[src/rtl/inst_encode_loader.sv]
// inst_encode_loader: packs RV32I fields into machine words and writes them sequentially into the instruction ROM.
module inst_encode_loader #(
  parameter int ROM_DEPTH = 4096,
  parameter int ADDR_W = 12
) (
  input  logic              clk,
  input  logic              rst,
  input  logic              clear,
  input  logic              in_valid,
  output logic              in_ready,
  input  logic [2:0]        in_op,
  input  logic [4:0]        in_rd,
  input  logic [4:0]        in_rs1,
  input  logic [4:0]        in_rs2,
  input  logic [31:0]       in_imm,
  output logic              rom_we,
  output logic [ADDR_W-1:0] rom_waddr,
  output logic [31:0]       rom_wdata,
  output logic [ADDR_W:0]   word_count,
  output logic              full,
  output logic              err,
  output logic [1:0]        err_code
);
  typedef enum logic [2:0] {IDLE, ENC, WRITE, FULL, ERR} state_t;
  localparam logic [ADDR_W:0] DEPTH = (ADDR_W+1)'(ROM_DEPTH);
  state_t state;
  logic [2:0] op;
  logic [4:0] rd, rs1, rs2;
  logic [31:0] imm, enc;
  logic signed [31:0] simm;
  logic [1:0] code;
  logic is_br, is_jal, bad_range;
  logic [ADDR_W:0] cnt_next;
  assign in_ready = (state == IDLE) && !clear;
  assign simm = imm;
  assign is_br = (op == 3'd3) || (op == 3'd4);
  assign is_jal = op == 3'd5;
  assign cnt_next = word_count + 1'b1;
  always_comb begin
    bad_range = ((op == 3'd0) && (simm < -2048 || simm > 2047))
             || (is_br && (simm < -4096 || simm > 4094))
             || (is_jal && (simm < -1048576 || simm > 1048574));
    code = (op > 3'd5) ? 2'd1 : bad_range ? 2'd2 : ((is_br || is_jal) && imm[0]) ? 2'd3 : 2'd0;
    enc = (op == 3'd0) ? {imm[11:0], rs1, 3'b000, rd, 7'b0010011}
        : (op == 3'd1) ? {7'b0000000, rs2, rs1, 3'b000, rd, 7'b0110011}
        : (op == 3'd2) ? {7'b0100000, rs2, rs1, 3'b000, rd, 7'b0110011}
        : is_br ? {imm[12], imm[10:5], rs2, rs1, 2'b00, op == 3'd4, imm[4:1], imm[11], 7'b1100011}
        : {imm[20], imm[10:1], imm[11], imm[19:12], rd, 7'b1101111};
  end
  // word_count doubles as the write pointer; FULL/ERR are absorbing until rst/clear
  always_ff @(posedge clk) begin
    if (rst || clear) begin
      state <= IDLE;
      rom_we <= 1'b0;
      rom_waddr <= '0;
      rom_wdata <= '0;
      word_count <= '0;
      full <= 1'b0;
      err <= 1'b0;
      err_code <= 2'd0;
    end else begin
      case (state)
        IDLE: if (in_valid) begin
          op <= in_op;
          rd <= in_rd;
          rs1 <= in_rs1;
          rs2 <= in_rs2;
          imm <= in_imm;
          state <= ENC;
        end
        ENC: if (code != 2'd0) begin
          err <= 1'b1;
          err_code <= code;
          state <= ERR;
        end else begin
          rom_we <= 1'b1;
          rom_waddr <= word_count[ADDR_W-1:0];
          rom_wdata <= enc;
          state <= WRITE;
        end
        WRITE: begin
          rom_we <= 1'b0;
          word_count <= cnt_next;
          full <= cnt_next == DEPTH;
          state <= (cnt_next == DEPTH) ? FULL : IDLE;
        end
        default: ;
      endcase
    end
  end
endmodule

[config.mk]
export PLATFORM = sky130hd
export DESIGN_NAME = inst_encode_loader
export DESIGN_NICKNAME = d
export VERILOG_FILES = /design/src/rtl/inst_encode_loader.sv
export SDC_FILE = /design/constraint.sdc
export NUM_CORES = 1
export LEC_CHECK = 0
export CORE_ASPECT_RATIO = 0.7
export CORE_UTILIZATION = 30
export CTS_BUF_LIST = sky130_fd_sc_hd__clkbuf_4
export DETAILED_ROUTE_END_ITERATION = 8
export PLACE_DENSITY = 0.61
export SLEW_MARGIN = 20
export SYNTH_ARGS = -nofsm -noshare
export SYNTH_HDL_FRONTEND = slang
export SYNTH_SLANG_ARGS = --single-unit
[constraint.sdc]
create_clock -name clk -period 19.7 [get_ports clk]
set_input_delay 2.955 -clock clk [delete_from_list [all_inputs] [get_ports clk]]
set_output_delay 2.955 -clock clk [all_outputs]
set_load 0.01 [all_outputs]
**After elaboration in Yosys (flattened, before gate mapping)**

Cells that the tools add are included.

- Magnitude comparators: 7
- Bitwise gates (word level): 2
- Add/subtract/negate cells: 1
- Shifts and indexed selects: 0
- Equality and inequality tests: 10
- Mux-type cells: 13
- $mul: 0
- Reductions and logical operators: 24
- Divide/modulo/power cells: 0

Operator list:

| cell | number |
|---|---|
| 32-bit 2-to-1 mux | 4 |
| 32-bit by 12-bit > comparator with 1-bit output (second input constant) | 1 |
| 32-bit by 13-bit > comparator with 1-bit output (second input constant) | 1 |
| 32-bit by 21-bit > comparator with 1-bit output (second input constant) | 1 |
| 32-bit by 12-bit < comparator with 1-bit output (second input constant) | 1 |
| 32-bit by 13-bit < comparator with 1-bit output (second input constant) | 1 |
| 32-bit by 21-bit < comparator with 1-bit output (second input constant) | 1 |
| 13-bit by 1-bit adder with 13-bit output (second input constant) | 1 |
| 13-bit == test (second input constant) | 1 |
| 3-bit by 2-bit == test with 1-bit output (second input constant) | 3 |
| 3-bit case mux with 3 select lines | 1 |
| 1-bit logical OR | 8 |
| 2-bit 2-to-1 mux | 4 |
| 2-bit AND reduction | 4 |
| 3-bit by 1-bit == test with 1-bit output (second input constant) | 2 |
| 3-bit == test (second input constant) | 2 |
| 3-bit logical NOT | 2 |
| 3-bit 2-to-1 mux | 2 |
| 1-bit logical AND | 5 |
| 2-bit inequality test (second input constant) | 2 |
| 2-bit nonzero test | 2 |
| 3-bit > comparator (second input constant) | 1 |
| 3-bit AND reduction | 1 |
| 3-bit nonzero test | 1 |
| 4 further kinds | 5 |

- Input port bits: 54
- Memory bits (writable): 0
- Memory bits (read-only): 0
- Memories: 0
- Bits in latches: 0
- Output and inout bits: 63
- Word-level logic and storage cells: 70
- Register bits after elaboration: 115

**Logic depth before layout (Yosys ltp)**

Gate-level depths: netlist (run 1).

- Depth after elaboration: 10
- Gate-level depth with buffers: 9
- Gate-level depth less buffers: 6

**Least setup slack after synthesis (run 1)**

OpenSTA, ideal clock, no wires.

- Kind: input port to flip-flop
- From: input port clear
- To: register imm[0] (enable)
- Path buffers: 1
- Stages on the path: 4
- Setup slack: 10.959 ns
- Arrival: 8.159 ns
- Library setup time: 0.581 ns
- Cell sequence: nor2_1 -> clkbuf_1 -> nand2_1 -> nor4_1

- Longest elaborated chain between the ends: 3

RTL lines:

| element | RTL line | text |
|---|---|---|
| start, declared | 8 | `input logic clear,` |
| 1-bit logical OR | 52 | `if (rst \|\| clear) begin` |
| 1-bit inverter (no source line) | n/a |  |
| 3-bit AND reduction (no source line) | n/a |  |
| end signal, assigned | 68 | `imm <= in_imm;` |
| end, declared | 29 | `logic [31:0] imm, enc;` |

No other way between the ends.
A chain may end at the register's enable or synchronous reset.

**Worst setup path after layout (run 1)**

- From: input port clear
- To: output port in_ready

- Longest elaborated chain between the ends: 2

RTL lines:

| element | RTL line | text |
|---|---|---|
| 1-bit logical NOT | 34 | `assign in_ready = (state == IDLE) && !clear;` |
| 1-bit logical AND | 34 |  |
| end, declared | 10 | `output logic in_ready,` |

No other way between the ends.

==> run summary, run 1 <==
FP Rows = 38
top-count cell post-synth = nand2_1
Fmax = 0.135 GHz
slew margin rel. = 35.7%
gr usage total = 14.6%
Hold Fails Final Rpt = 0
reg-to-reg endpoint = rom_wdata[23]
Sw Share = 22.3%
Layout fillers = 1515
Final Skew = 0.0166 ns
Top FF cell, synth = dfxtp_1
initial antenna violation count = 0
Post-synth EDFFs = 50
initial core utilization = 31.0%
Max rail drop VDD = 34.4 uV
diodes inserted = 0
Worst-path clk slew = 0.09 ns
Reg power frac = 57.6%
cell repeated most along the worst path = clkdlybuf4s50_1
Slew Limit Fails = 0
first-pass GRT wire length = 18300 um
Critical Path Max Stage Delay = 0.64 ns
Buffers on Ports = 116
ANT nets after route = 0
post-CTS setup buffer count = 0
Setup-failing EPs final = 0
Syn Std Cell Area = 4830 um2
ys async rst share = 0%
worst r2r path cells = 7
sequential element share of the synthesized area = 57.2%
vias per cell = 4.75
clock net sink count = 113
Cells after Synth = 435
Net Sw Power = 97.2 uW
total gr overflow = 0
Layout area overhead = 31.4%
Yosys cell types = 53
post-synth top area cell = edfxtp_1
post-route setup TNS = 0 ns
die height = 108 um
FF+latch count, synth = 113
syn_area_per_cell = 11.1 um2
dpl hpwl = 8220 um
Placer Congestion = 0.810
CP endpoint kind = primary output
Crit Reg-Reg Startpoint = imm[18]
part of the power in combinational logic = 6.1%
CTS resizes = 0
final WL = 11600 um
DR DRC count = 0
Worst-Margin Slew = 0.961 ns
Static Leakage = 2.03 nW
hold path endpoint = rom_waddr[0]
Design Power = 436 uW
I/O pins = 117
slowest CP cell = clkdlybuf4s50_1
Setup crit start kind = input port
type of the tightest min-delay check = reg -> reg
status = complete, no violations
Critical Path AT = 4.44 ns
worst setup path class = in -> out
top post-synthesis cells by area = edfxtp_1 31%, dfxtp_1 26%, mux2i_1 8.7%, nand2_1 7.2%, mux2_2 4.0%
share of layout cells above drive strength 1 = 10.6%
Int Pwr = 339 uW
min cycle time layout = 7.39 ns
area share of the largest cell type after synthesis = 31.1%
RSZ-0062 raised after global routing = no
PwrDens = 68.8 nW/um2
r2r setup slk = 16.37 ns
critical path required time = 16.75 ns
kind of cell adding the most delay to the critical path = buffers and inverters
vias in the first global route = 3544
die area = 16600 um2
Mapped Nets = 490
area of the core = 15600 um2
htree depth = 4
sequence of cells on the critical path = clkdlybuf4s50_1 > nor4_1 > clkdlybuf4s50_1
largest net degree at the start of global routing = 84
Vias = 3603
CP Max Fanout = 3
drt first pass iters = 4
cts hold-fix bufs = 0
latest clock arrival within the worst-skew pair = 0.50 ns
critical path buffer and inverter count = 2
1st-iter DRT viols = 143
clock tree buffer depth = 2
hold path depth = 2
CTS Buf Count = 17
Root Driver = clkbuf_4
Die W = 154 um
Synth warnings = 0
# Max-Cap Violations = 0
Clock Power Share = 36.3%
most common library cells after synthesis = 93 x nand2_1, 63 x dfxtp_1, 50 x edfxtp_1
CTS tree = yes
Hold Slack = 0.460 ns
Hold Crit Start = rom_waddr[0]
fin nets = 601
period utilization = 37.5%
Routed WL per cell = 15.3 um
-- sequential cells by signal (all words and copies together), names as in the netlist --
register	flops
imm	32
rom_waddr	12
rom_we	1
rs2	5
rom_wdata	30
rd	5
op	3
err	1
word_count	13
full	1
state	3
rs1	5
err_code	2
-- logic make-up (layout without fill, tap and decap cells) --
family / after synthesis / count (layout) / synth area share [%]
AO/OA/AOI/OAI: 44 / 44 / 6.38
XOR/XNOR: 10 / 10 / 1.81
adder cells (fa/ha/maj): 1 / 1 / 0.259
buffers and inverters: 33 / 157 / 4.38
flip-flops: 113 / 113 / 57.2
multiplexers: 59 / 59 / 12.7
AND/OR/NAND/NOR: 175 / 175 / 17.3
-- placed cells by master (no fill, tap or decap), types with 10 or more instances in the layout --
cell / n
clkdlybuf4s50_1: 116
nand2_1: 93
dfxtp_1: 63
edfxtp_1: 50
mux2i_1: 42
nor2_1: 21
clkbuf_4: 20
mux2_2: 17
nand4_1: 15
o21ai_0: 10
-- worst max path at each step --
stage	start	end	slack [ns]	cells after the start
after CTS	clear	in_ready	12.31	3
after global routing	clear	in_ready	12.22	3
after floorplan	clear	imm[0]	10.96	4
after detailed placement	clear	in_ready	12.31	3
after global placement	clear	in_ready	12.29	3
final	clear	in_ready	12.31	3
-- layer usage --
layer / global-route usage (%) / wire length [um]
met1: 18.9 / 5480
met5: 0 / 0
met4: 4.29 / 91
met2: 22.2 / 5140
met3: 6.09 / 935
-- layout make-up --
type / count / area, um2 / area share (%)
Tap cell: 200 / 250 / 3.95
Clock buffer: 20 / 150 / 2.37
Sequential cell: 113 / 2760 / 43.6
Clock inverter: 12 / 100 / 1.58
Timing Repair Buffer: 119 / 1180 / 18.7
Inverter: 6 / 22.5 / 0.355
Multi-Input combinational cell: 289 / 1870 / 29.5
-- stage by stage --
| stage | worst slack (ns) | cell area, um2 | utilization, % | cells |
|---|---|---|---|---|
| after global placement | 12.29 | 6090 | 39.1 | 727 |
| after global routing | 12.22 | 6340 | 40.7 | 759 |
| after CTS | 12.31 | 6340 | 40.7 | 759 |
| after floorplan | 10.96 | 4830 | - | 435 |
| final | 12.31 | 6340 | 40.7 | 759 |
| after detailed placement | 12.31 | 6090 | 39.1 | 727 |
-- worst register-to-register path, delay by kind of cell (launching register included) --
kind | cells | cell delay [ns]
compound gates | 3 | 0.61
simple gates | 2 | 1.36
mux | 1 | 0.27
flops | 1 | 0.44
buf+inv | 1 | 0.58
-- power by group through the flow --
stage	sequential [mW]	combinational (mW)	clock (mW)
after floorplan	0.256	0.0126	0
after global placement	0.257	0.0262	0
after detailed placement	0.257	0.0267	0
after CTS	0.251	0.0268	0.166
after global routing	0.252	0.0287	0.174
final	0.251	0.0264	0.159
(Power assumes the default switching activity.)
==> run 2, diff against run 1 <==
- clock period: 19.7 -> 7.4 ns (I/O delays scaled with it)
==> run summary, run 2 (synthesis gave the netlist of run 1 again) <==
Critical Path AT = 2.59 ns (-1.85 ns)
Worst-Margin Slew = 0.982 ns (+0.0208 ns)
Top reg by flops = imm
share of layout cells above drive strength 1 = 11.1% (+0.54 points)
diodes inserted = 0 (unchanged)
clock net sink count = 113 (unchanged)
Crit Reg-Reg Startpoint = imm[18]
post-CTS setup buffer count = 0 (unchanged)
CTS Buf Count = 17 (unchanged)
Non-Filler Instances = 759 (unchanged)
RSZ-0062 raised after global routing = no
Critical Path Max Stage Delay = 0.63 ns (about the same)
FP Rows = 38 (unchanged)
number of flip-flops in the largest register = 32 (unchanged)
dpl hpwl = 8220 um (about the same)
area of the core = 15600 um2 (unchanged)
drt first pass iters = 4 (unchanged)
most frequent cells in the layout = 116 x clkdlybuf4s50_1, 93 x nand2_1, 63 x dfxtp_1
Die W = 154 um (unchanged)
Max rail drop VDD = 98.6 uV (+190%)
Static Leakage = 2.02 nW (-0.12%)
# Max-Cap Violations = 0 (unchanged)
Clock Power Share = 34.7% (-1.6 points)
I/O pins = 117 (unchanged)
sequence of cells on the critical path = clkdlybuf4s50_1 > nor4_1 > clkdlybuf4s50_1
first-pass GRT wire length = 18000 um (-1.5%)
r2r setup slk = 4.21 ns (-12.16 ns)
CP endpoint kind = primary output
die height = 108 um (unchanged)
Regs by FF count = imm (32), rom_wdata (30), word_count (13)
Fmax = 0.270 GHz
critical path buffer and inverter count = 2 (unchanged)
CTS resizes = 0 (unchanged)
Placed Cells = 727 (unchanged)
type of the tightest min-delay check = reg -> reg
reg-to-reg endpoint = rom_wdata[10]
worst setup path class = in -> out
Root Driver = clkbuf_4
part of the power in combinational logic = 6.2% (about the same)
Reg power frac = 59.1% (+1.5 points)
1st-iter DRT viols = 188 (+31%)
Hold Crit Start = rom_waddr[2]
PwrDens = 179 nW/um2 (+160%)
final WL = 11500 um (-1.3%)
Layout fillers = 1522 (+0.46%)
Layout area overhead = 31.0%
total gr overflow = 0 (unchanged)
ANT nets after route = 0 (unchanged)
Placer Congestion = 0.800 (-1.2%)
latest clock arrival within the worst-skew pair = 0.50 ns (about the same)
Worst-path clk slew = 0.09 ns (about the same)
slew margin rel. = 34.3% (-1.4 points)
worst r2r path cells = 7 (unchanged)
Setup-failing EPs final = 0 (unchanged)
Setup crit start kind = input port
fin nets = 601 (unchanged)
Net Sw Power = 257 uW (+160%)
Hold Fails Final Rpt = 0 (unchanged)
clock tree buffer depth = 2 (unchanged)
critical path required time = 6.29 ns (-10.46 ns)
DR DRC count = 0 (unchanged)
post-route setup TNS = 0 ns (unchanged)
hold path depth = 2 (unchanged)
cts hold-fix bufs = 0 (unchanged)
Vias = 3590 (-0.36%)
CTS tree = yes
initial antenna violation count = 0 (unchanged)
kind of cell adding the most delay to the critical path = buffers and inverters
hold path endpoint = rom_waddr[2]
status = complete, no violations
CP Max Fanout = 3 (unchanged)
vias per cell = 4.73 (-0.36%)
gr usage total = 14.3% (-0.31 points)
die area = 16600 um2 (unchanged)
largest net degree at the start of global routing = 84 (unchanged)
Final Skew = 0.0217 ns (+0.00508 ns)
period utilization = 50.0%
Routed WL per cell = 15.2 um (-1.3%)
slowest CP cell = clkdlybuf4s50_1
Slew Limit Fails = 0 (unchanged)
Buffers on Ports = 116 (unchanged)
initial core utilization = 31.0% (unchanged)
Layout Utilization = 40.5% (-0.12 points)
cell repeated most along the worst path = clkdlybuf4s50_1
Sw Share = 22.8% (+0.47 points)
htree depth = 4 (unchanged)
min cycle time layout = 3.70 ns
commonest non-fill, non-tap cell in the layout = clkdlybuf4s50_1
Int Pwr = 874 uW (+160%)
vias in the first global route = 3461 (-2.3%)
run 2: changes by cell type in the layout (fill, tap and decap cells not counted):
cell	change
clkbuf_4	+1
bufinv_16	-1
clkinv_1	-3
clkinv_2	+3
run 2: cell type report:
| class | count | area [um2] | area share [%] |
|---|---|---|---|
| inverters | 6 | 22.5 | 0.356 |
| clock inverters | 11 | 73.8 | 1.17 |
| repair buffers | 119 | 1180 | 18.7 |
| clock buffers | 21 | 158 | 2.49 |
| multi-input cells | 289 | 1870 | 29.6 |
| flip-flops and latches | 113 | 2760 | 43.7 |
| well taps | 200 | 250 | 3.96 |
run 2: layer usage:
metal  GRT usage, %  vias up  routed length [um]
met1           18.9     1698                5640
met2           21.3      113                4900
li1               -     1770                   -
met3           5.73        9                 870
met5              0        -                   0
met4           4.57        0                  91
run 2: worst max path at each step:
stage                from  endpoint  slack [ns]  cells after the start
global placement    clear  in_ready        3.69                      3
finish              clear  in_ready        3.70                      3
detailed placement  clear  in_ready        3.69                      3
CTS                 clear  in_ready        3.69                      3
floorplan           clear    imm[0]        0.50                      4
global route        clear  in_ready        3.64                      3
run 2: per-stage QoR:
| step | area, um2 | hold WS (ns) | power, mW | setup WS (ns) |
|---|---|---|---|---|
| after floorplan | 4830 | 0.479 | 0.715 | 0.504 |
| after global placement | 6090 | 0.445 | 0.753 | 3.69 |
| after detailed placement | 6090 | 0.448 | 0.754 | 3.69 |
| after CTS | 6320 | 0.465 | 1.15 | 3.69 |
| after global routing | 6320 | 0.484 | 1.19 | 3.64 |
| final | 6320 | 0.461 | 1.13 | 3.70 |
run 2: worst reg2reg max path: cells and delay by family (launching register included):
| family | cells | cell delay [ns] |
|---|---|---|
| multiplexers | 1 | 0.25 |
| flip-flops | 1 | 0.42 |
| AND/OR/NAND/NOR | 2 | 1.34 |
| buffers and inverters | 1 | 0.58 |
| AO/OA/AOI/OAI | 3 | 0.52 |
run 2: power groups by stage:
stage | combinational [mW] | clock [mW] | sequential, mW
floorplan | 0.0335 | 0 | 0.682
global placement | 0.0699 | 0 | 0.683
detailed placement | 0.0711 | 0 | 0.683
CTS | 0.0713 | 0.409 | 0.669
global route | 0.0765 | 0.443 | 0.670
finish | 0.0702 | 0.392 | 0.669
